`config.mk`:
```
export PLATFORM = sky130hd
export DESIGN_NAME = xy_route_stage
export DESIGN_NICKNAME = d
export VERILOG_FILES = /design/src/rtl/xy_route_stage.sv
export SDC_FILE = /design/constraint.sdc
export NUM_CORES = 1
export LEC_CHECK = 0
export ABC_AREA = 1
export ABC_CLOCK_PERIOD_IN_PS = 9900
export CAP_MARGIN = 30
export CORE_UTILIZATION = 35
export CTS_BUF_LIST = sky130_fd_sc_hd__clkbuf_16
export DETAILED_ROUTE_END_ITERATION = 10
export GPL_TIMING_DRIVEN = 0
export MAX_ROUTING_LAYER = met4
export PLACE_DENSITY = 0.5
export SYNTH_ARGS = -nofsm -noshare
export SYNTH_HDL_FRONTEND = slang
export SYNTH_SLANG_ARGS = --single-unit
```
`constraint.sdc`:
```
create_clock -name clk -period 9.9 [get_ports clk]
set_clock_uncertainty 0.05 [all_clocks]
set_input_delay 1.98 -clock clk [delete_from_list [all_inputs] [get_ports clk]]
set_output_delay 1.98 -clock clk [all_outputs]
set_load 0.1 [all_outputs]
```
`src/rtl/xy_route_stage.sv`:
```
// Registered dimension-ordered route stage: a header FIFO feeding a single
// output register that carries the one-hot port request toward the switch allocator.
module xy_route_stage #(
    parameter int COORD_W   = 30,
    parameter int DEPTH     = 4,
    parameter int PAYLOAD_W = 8
) (
    input  logic                       clk,
    input  logic                       rst,
    input  logic [COORD_W-1:0]         cur_x,
    input  logic [COORD_W-1:0]         cur_y,
    input  logic                       mode_yx,
    input  logic                       in_valid,
    output logic                       in_ready,
    input  logic [COORD_W-1:0]         in_dest_x,
    input  logic [COORD_W-1:0]         in_dest_y,
    input  logic [PAYLOAD_W-1:0]       in_tag,
    output logic                       out_valid,
    input  logic                       out_ready,
    output logic [4:0]                 out_port,
    output logic [PAYLOAD_W-1:0]       out_tag,
    output logic [$clog2(DEPTH):0]     fill
);

    localparam int PW = $clog2(DEPTH);
    localparam int FW = PW + 1;
    localparam int HW = 2 * COORD_W + PAYLOAD_W;
    localparam logic [FW-1:0] FULL = FW'(DEPTH);

    localparam logic [4:0] P_LOCAL = 5'b00001;
    localparam logic [4:0] P_EAST  = 5'b00010;
    localparam logic [4:0] P_WEST  = 5'b00100;
    localparam logic [4:0] P_NORTH = 5'b01000;
    localparam logic [4:0] P_SOUTH = 5'b10000;

    logic [HW-1:0]        mem_q [DEPTH];
    logic [PW-1:0]        wptr_q, rptr_q;
    logic [FW-1:0]        fill_q, fill_d;
    logic                 out_valid_q, out_valid_d;
    logic [4:0]           out_port_q, out_port_d;
    logic [PAYLOAD_W-1:0] out_tag_q, out_tag_d;

    logic                 push, load;
    logic [COORD_W-1:0]   head_x, head_y;
    logic [PAYLOAD_W-1:0] head_tag;

    function automatic logic [4:0] route(
        input logic [COORD_W-1:0] dx, dy, cx, cy,
        input logic               yx
    );
        logic [4:0] xp, yp;
        xp = (dx > cx) ? P_EAST  : (dx < cx) ? P_WEST  : 5'b0;
        yp = (dy > cy) ? P_NORTH : (dy < cy) ? P_SOUTH : 5'b0;
        if (yx)
            return (yp != 5'b0) ? yp : (xp != 5'b0) ? xp : P_LOCAL;
        else
            return (xp != 5'b0) ? xp : (yp != 5'b0) ? yp : P_LOCAL;
    endfunction

    // Ready depends only on registered occupancy, so a pop never opens a
    // slot for a push in the same cycle.
    assign in_ready = (fill_q != FULL);
    assign push     = in_valid && in_ready;
    assign load     = (fill_q != '0) && (!out_valid_q || out_ready);

    assign {head_x, head_y, head_tag} = mem_q[rptr_q];

    always_comb begin
        fill_d      = fill_q;
        out_valid_d = out_valid_q;
        out_port_d  = out_port_q;
        out_tag_d   = out_tag_q;
        if (push && !load)
            fill_d = fill_q + FW'(1);
        else if (!push && load)
            fill_d = fill_q - FW'(1);
        if (load) begin
            out_valid_d = 1'b1;
            out_port_d  = route(head_x, head_y, cur_x, cur_y, mode_yx);
            out_tag_d   = head_tag;
        end else if (out_ready) begin
            out_valid_d = 1'b0;
        end
    end

    always_ff @(posedge clk or posedge rst) begin
        if (rst) begin
            wptr_q      <= '0;
            rptr_q      <= '0;
            fill_q      <= '0;
            out_valid_q <= 1'b0;
            out_port_q  <= '0;
            out_tag_q   <= '0;
        end else begin
            if (push) wptr_q <= wptr_q + PW'(1);
            if (load) rptr_q <= rptr_q + PW'(1);
            fill_q      <= fill_d;
            out_valid_q <= out_valid_d;
            out_port_q  <= out_port_d;
            out_tag_q   <= out_tag_d;
        end
    end

    // Storage needs no reset; pointers alone define which entries are live.
    always_ff @(posedge clk) begin
        if (push) mem_q[wptr_q] <= {in_dest_x, in_dest_y, in_tag};
    end

    assign out_valid = out_valid_q;
    assign out_port  = out_port_q;
    assign out_tag   = out_tag_q;
    assign fill      = fill_q;

endmodule

```
==> results.sh, run 1 <==
export IMPL_outcome="finished with violations"
export IMPL_area_growth_pct=26.1
export IMPL_slew_viol_final=0
export IMPL_die_x_um=193
export IMPL_ir_drop_mv=0.145
export IMPL_critPathLaunchType="flop"
export IMPL_ctsResizeCount=0
export IMPL_min_path_type="reg -> reg"
export IMPL_seq_area_sq_um=8690
export IMPL_dp_cells=1689
export IMPL_p_leak_nw=6.09
export IMPL_vias=8355
export IMPL_async_reset_ff_share_pct=7.17
export IMPL_grt_pass1_vias=8281
export IMPL_setup_tns_ns=0
export IMPL_fin_crit_ns=4.33
export IMPL_grt_max_degree=27
export IMPL_path_clk_slew_ns=0.06
export IMPL_ys_seq_area_share_pct=68.4
export IMPL_cts_setup_buffers=0
export IMPL_cp_arrival_ns=2.30
export IMPL_via_per_inst=4.78
export IMPL_wl_per_cell_um=18.2
export IMPL_worst_slack_ns=5.57
export IMPL_htree_levels=1
export IMPL_drv_cap=0
export IMPL_clock_latency_ns=0.55
export IMPL_drive_above_1_share_pct=7.16
export IMPL_syn_area_sq_um=12700
export IMPL_num_nets_final=1460
export IMPL_rsz0062_at_grt="no"
export IMPL_period_share_pct=43.7
export IMPL_multi_input_area_sq_um=3440
export IMPL_power_per_cell_area_nw_per_um2=294
export IMPL_core_rowCount=69
export IMPL_synth_nets=1264
export IMPL_synth_edf_count=272
export IMPL_holdWs_ns=0.438
export IMPL_dp_slack_ns=5.61
export IMPL_tightest_slew_ns=1.03
export IMPL_endpoint_kind="output pin"
export IMPL_cts_buffers=31
export IMPL_clockBufferDepth=3
export IMPL_gr_total_overflow=0
export IMPL_syn_instance_count=1065
export IMPL_hold_violations=0
export IMPL_synth_distinct_cells=33
export IMPL_grt_pass1_wl_um=48100
export IMPL_dp_hpwl_um=21700
export IMPL_die_area_sq_um=37100
export IMPL_port_buffer_count=150
export IMPL_dr_pass1_iters=8
export IMPL_drtAntennaViolNets=0
export IMPL_track_usage_pct=17.9
export IMPL_cp_max_fo=4
export IMPL_synth_seq_cells=293
export IMPL_synth_main_ff_cell="edfxtp_1"
export IMPL_place_gp_congestion=0.735
export IMPL_ioPinCount=151
export IMPL_yosysWarnings=0
export IMPL_antenna_found_initial=3
export IMPL_setup_viol=0
export IMPL_final_cells=1749
export IMPL_violations="design-rule violations"
export IMPL_crit_required_ns=7.87
export IMPL_totalWireLength_um=31900
export IMPL_cts_tree="yes"
export IMPL_r2r_slack_ns=6.61
export IMPL_cts_root_buf="clkbuf_16"
export IMPL_dr_first_iter_drc_count=467
export IMPL_max_freq_mhz=231
export IMPL_syn_avg_cell_area_sq_um=11.9
export IMPL_fillerInstances=3329
export IMPL_drc=15
export IMPL_clock_sinks=293
export IMPL_die_y_um=193
export IMPL_cts_hold_buffers=0
export IMPL_core_area_sq_um=35700
export IMPL_start_util_pct=35.7
export IMPL_relSlewSlack_pct=31.4
export IMPL_path_class="reg -> out"
[placed cells by master, fill, tap and decap left out, types with 2 or more instances in the layout]
cell type	instances
a21o_1	3
a21oi_1	23
a31oi_1	9
a32o_1	2
and2_1	2
buf_12	8
buf_16	5
buf_2	13
buf_4	4
clkbuf_1	29
clkbuf_16	31
clkdlybuf4s50_1	150
clkinv_1	6
clkinv_2	6
dfrtp_1	21
diode_2	3
edfxtp_1	272
ha_1	65
inv_1	118
nand2_1	107
nand2_2	8
nand3_1	9
nand4_1	2
nor2_1	175
nor2_2	5
nor2_4	5
o21ai_0	135
o22ai_1	58
xor2_1	3
[per-layer routing]
metal / wire length [um] / global-route usage (%)
met3: 1660 / 2.93
met4: 475 / 3.85
met1: 14600 / 22.9
met5: 0 / -
met2: 15200 / 29.7
[flip-flops by register name, indices dropped and copies added, names as in the netlist]
signal,flops
mem_q,272
out_tag,8
out_port,5
fill,3
rptr_q,2
wptr_q,2
out_valid,1
[synth_stat cells (3+ instances only)]
cell | count | area (sq um)
o22ai_1 | 58 | 363
inv_1 | 104 | 390
xor2_1 | 3 | 26.3
nand2_2 | 8 | 50.1
o21ai_0 | 135 | 676
nand3_1 | 9 | 45.0
nor2_2 | 5 | 31.3
nand2_1 | 107 | 402
edfxtp_1 | 272 | 8170
dfrtp_1 | 21 | 526
nor2_1 | 179 | 672
clkbuf_1 | 29 | 109
buf_2 | 13 | 65.1
a31oi_1 | 9 | 56.3
ha_1 | 65 | 813
buf_4 | 4 | 30.0
a21o_1 | 3 | 22.5
a21oi_1 | 23 | 115
[metrics by stage]
stage	power, mW	instance area (sq um)	util [%]
after floorplan	3.04	12700	-
after detailed placement	3.74	15100	42.4
final	4.71	16000	45.0
after CTS	4.79	16000	45.0
after global placement	3.68	14800	41.5
after global routing	5.05	16000	45.0
[worst max-delay path: stages (launching register included)]
cell and delay (ns):
dfrtp_1 0.43, inv_1 0.08, nand3_1 0.09, clkdlybuf4s50_1 1.14
[path summary, 6_finish.rpt]
kind / start / endpoint / depth (start not counted)
hold / removal: out_port[1] / out_port[1] / 2
min in group asynchronous: rst / out_port[2] / 2
setup reg to reg: rptr_q[0] / out_port[2] / 18
max in group asynchronous: rst / rptr_q[0] / 3
setup / recovery: fill[0] / in_ready / 3
hold reg to reg: out_port[1] / out_port[1] / 2
[final cells by class]
| class | count | area share (%) |
|---|---|---|
| Tap cell | 461 | 3.60 |
| Inverter | 106 | 2.48 |
| Sequential cell | 293 | 54.2 |
| Antenna cell | 3 | 0.0468 |
| Timing Repair Buffer | 163 | 11.2 |
| Buffer | 47 | 1.34 |
| Multi-Input combinational cell | 619 | 21.5 |
| Clock buffer | 31 | 4.84 |
| Clock inverter | 26 | 0.819 |
[kinds of logic after synthesis]
logic type	after synthesis	synth area share [%]
AOI/OAI and AO/OA	233	10.0
and+or+nand+nor	316	9.98
buffers and inverters	153	4.82
xor gates and xnor gates	4	0.276
adders and majority gates	66	6.55
DFF	293	68.4
[where the power goes]
part / total (mW) / leakage (nW) / internal (mW) / switching (mW)
logic: 1.96 / 2.85 / 0.634 / 1.33
clock network: 1.04 / 0.502 / 0.586 / 0.455
registers: 1.71 / 2.74 / 1.64 / 0.0718
No activity file was read; power rests on OpenSTA's default activity.
==> run 2, diff against run 1 <==
--- a/config.mk
+++ b/config.mk
@@ -6,7 +6,7 @@
 export NUM_CORES = 1
 export LEC_CHECK = 0
 export ABC_AREA = 1
-export ABC_CLOCK_PERIOD_IN_PS = 9900
+export ABC_CLOCK_PERIOD_IN_PS = 4200
 export CAP_MARGIN = 30
 export CORE_UTILIZATION = 35
 export CTS_BUF_LIST = sky130_fd_sc_hd__clkbuf_16
==> constraint.sdc (replaced) <==
create_clock -name clk -period 4.2 [get_ports clk]
set_clock_uncertainty 0.05 [all_clocks]
set_input_delay 0.84 -clock clk [delete_from_list [all_inputs] [get_ports clk]]
set_output_delay 0.84 -clock clk [all_outputs]
set_load 0.1 [all_outputs]
==> run 2 against run 1 <==
Against the previous run: the flow still finishes with violations (design-rule violations); cell area is 0.92% higher; sequential cell count unchanged; utilization increased by 0.41 points; clock power grew to 2.6 times the previous value; critical endpoint is now out_port[1].
==> results.sh, run 2 (synthesized netlist as in run 1, its figures left out) <==
export IMPL_die_x_um=193
export IMPL_dp_cells=1689
export IMPL_route_met3_wl_um=1670
export IMPL_antenna_found_initial=4
export IMPL_slew_viol_final=0
export IMPL_path_cells="buf_2, buf_2, buf_2, nor2_1, o22ai_1, ha_1, nand2_1, nor2_1, nand4_1, nor3_2, nor2_1, and2_1, nand2_1, nand2_1"
export IMPL_cp_slowest_stage_delay_ns=0.36
export IMPL_port_buffer_count=150
export IMPL_top_register="mem_q"
export IMPL_vias=8386
export IMPL_period_share_pct=75.2
export IMPL_ir_drop_mv=0.261
export IMPL_path_clk_slew_ns=0.06
export IMPL_cp_max_fo=10
export IMPL_ioPinCount=151
export IMPL_die_area_sq_um=37100
export IMPL_final_cells=1754
export IMPL_cts_hold_buffers=0
export IMPL_max_freq_mhz=317
export IMPL_area_growth_pct=27.3
export IMPL_p_switching_mw=4.44
export IMPL_relSlewSlack_pct=35.1
export IMPL_power_per_cell_area_nw_per_um2=707
export IMPL_grt_max_degree=27
export IMPL_setup_viol=0
export IMPL_critical_path_startpoint="rptr_q[0]"
export IMPL_totalWireLength_um=32300
export IMPL_via_per_inst=4.78
export IMPL_core_area_sq_um=35700
export IMPL_tightest_slew_ns=0.971
export IMPL_drtAntennaViolNets=0
export IMPL_fin_area_sq_um=16200
export IMPL_cts_tree="yes"
export IMPL_cts_root_buf="clkbuf_16"
export IMPL_fin_crit_ns=3.16
export IMPL_pwr_share_comb_pct=40.9
export IMPL_largest_register_ff_count=272
export IMPL_hold_violations=0
export IMPL_placed_cell_area_sq_um=15100
export IMPL_internal_power_mw=7.00
export IMPL_track_usage_pct=18.4
export IMPL_cp_arrival_ns=3.49
export IMPL_fillerInstances=3297
export IMPL_drive_above_1_share_pct=7.60
export IMPL_dp_hpwl_um=22000
export IMPL_min_path_type="reg -> reg"
export IMPL_num_nets_final=1463
export IMPL_ctsResizeCount=0
export IMPL_layout_common_cells="edfxtp_1, nor2_1, clkdlybuf4s50_1"
export IMPL_clock_sinks=293
export IMPL_clock_latency_ns=0.50
export IMPL_place_gp_congestion=0.759
export IMPL_endpoint="out_port[1]"
export IMPL_endpoint_kind="flop"
export IMPL_p_leak_nw=6.13
export IMPL_finalPower_mw=11.4
export IMPL_dr_max_layer_used="met4"
export IMPL_crit_required_ns=4.54
export IMPL_outcome="finished with violations"
export IMPL_wl_met2_um=15300
export IMPL_cts_setup_buffers=0
export IMPL_dr_first_iter_drc_count=443
export IMPL_start_util_pct=35.7
export IMPL_core_rowCount=69
export IMPL_r2r_slack_ns=1.04
export IMPL_reg2reg_to="out_port[1]"
export IMPL_drv_cap=0
export IMPL_violations="design-rule violations"
export IMPL_r2r_cells=14
export IMPL_clock_power_share_pct=23.9
export IMPL_die_y_um=193
export IMPL_wl_met1_um=14800
export IMPL_wl_per_cell_um=18.4
export IMPL_p_seq_share_pct=35.1
export IMPL_gr_total_overflow=0
export IMPL_layout_commonest_cell="edfxtp_1"
export IMPL_clockBufferDepth=3
export IMPL_p_sw_share_pct=38.8
export IMPL_rsz0062_at_grt="no"
export IMPL_cts_buffers=34
export IMPL_drc=20
export IMPL_grt_pass1_vias=8380
export IMPL_htree_levels=2
export IMPL_critPathLaunchType="flop"
export IMPL_dr_pass1_iters=7
export IMPL_grt_pass1_wl_um=48800
export IMPL_path_class="reg -> reg"
export IMPL_cpMaxStageDelayCell="buf_2"
export IMPL_r2r_start="rptr_q[0]"
## run 2: cell count changes in the layout (fill, tap and decap cells not counted), sizes merged
cell	previous run	this run
clkinvlp	0	1
bufinv	1	2
inv	119	113
clkinv	12	16
diode	3	4
clkbuf	60	64
## run 2: critical path, delay by kind of cell (launching register included)
kind	cells	cell delay, ns
simple gates	9	1.26
buf+inv	3	1.00
flops	1	0.35
fa+ha+maj	1	0.17
compound gates	1	0.17
## run 2: area by class of cell
type                       instances  area [sq um]  share of cell area, %
timing repair buffer             163          1810                   11.2
buffer                            47           215                   1.33
clock inverter                    26           169                   1.04
tap                              461           577                   3.56
clock buffer                      35           876                   5.41
sequential                       293          8690                   53.7
inverter                         106           398                   2.46
multi-input combinational        619          3440                   21.3
antenna                            4          10.0                 0.0618
## run 2: worst min-delay path by stage
stage | startpoint | to | slack (ns) | cells after the start
2_1_floorplan | mem_q[1][0] | out_tag[0] | 0.49 | 2
3_3_place_gp | out_port[1] | out_port[1] | 0.43 | 2
3_5_place_dp | out_port[1] | out_port[1] | 0.43 | 2
4_1_cts | out_port[1] | out_port[1] | 0.44 | 2
5_1_grt | out_port[1] | out_port[1] | 0.46 | 2
6_report | out_port[1] | out_port[1] | 0.44 | 2
## run 2: stage by stage
| stage | setup slack (ns) | setup TNS [ns] | util, % | hold slack (ns) |
|---|---|---|---|---|
| after CTS | 0.919 | 0 | 45.4 | 0.444 |
| after floorplan | -0.457 | -124.32 | - | 0.487 |
| after detailed placement | 0.950 | 0 | 42.4 | 0.429 |
| final | 1.04 | 0 | 45.4 | 0.439 |
| after global placement | -1.36 | -345.75 | 41.5 | 0.430 |
| after global routing | 0.743 | 0 | 45.4 | 0.461 |
## run 2: per-layer routing
metal	vias to the layer above	global-route usage, %
li1	4146	-
met1	4010	24.1
met2	187	29.6
met3	43	3.18
met4	0	4.54
met5	-	-
## run 2: power groups by stage
stage	Sequential (mW)	Combinational (mW)	Clock, mW
final	4.02	4.68	2.74
after global routing	4.07	5.27	2.91
after CTS	4.02	4.77	2.81
after detailed placement	4.08	4.75	0
after global placement	4.15	4.51	0
after floorplan	4.59	2.55	0
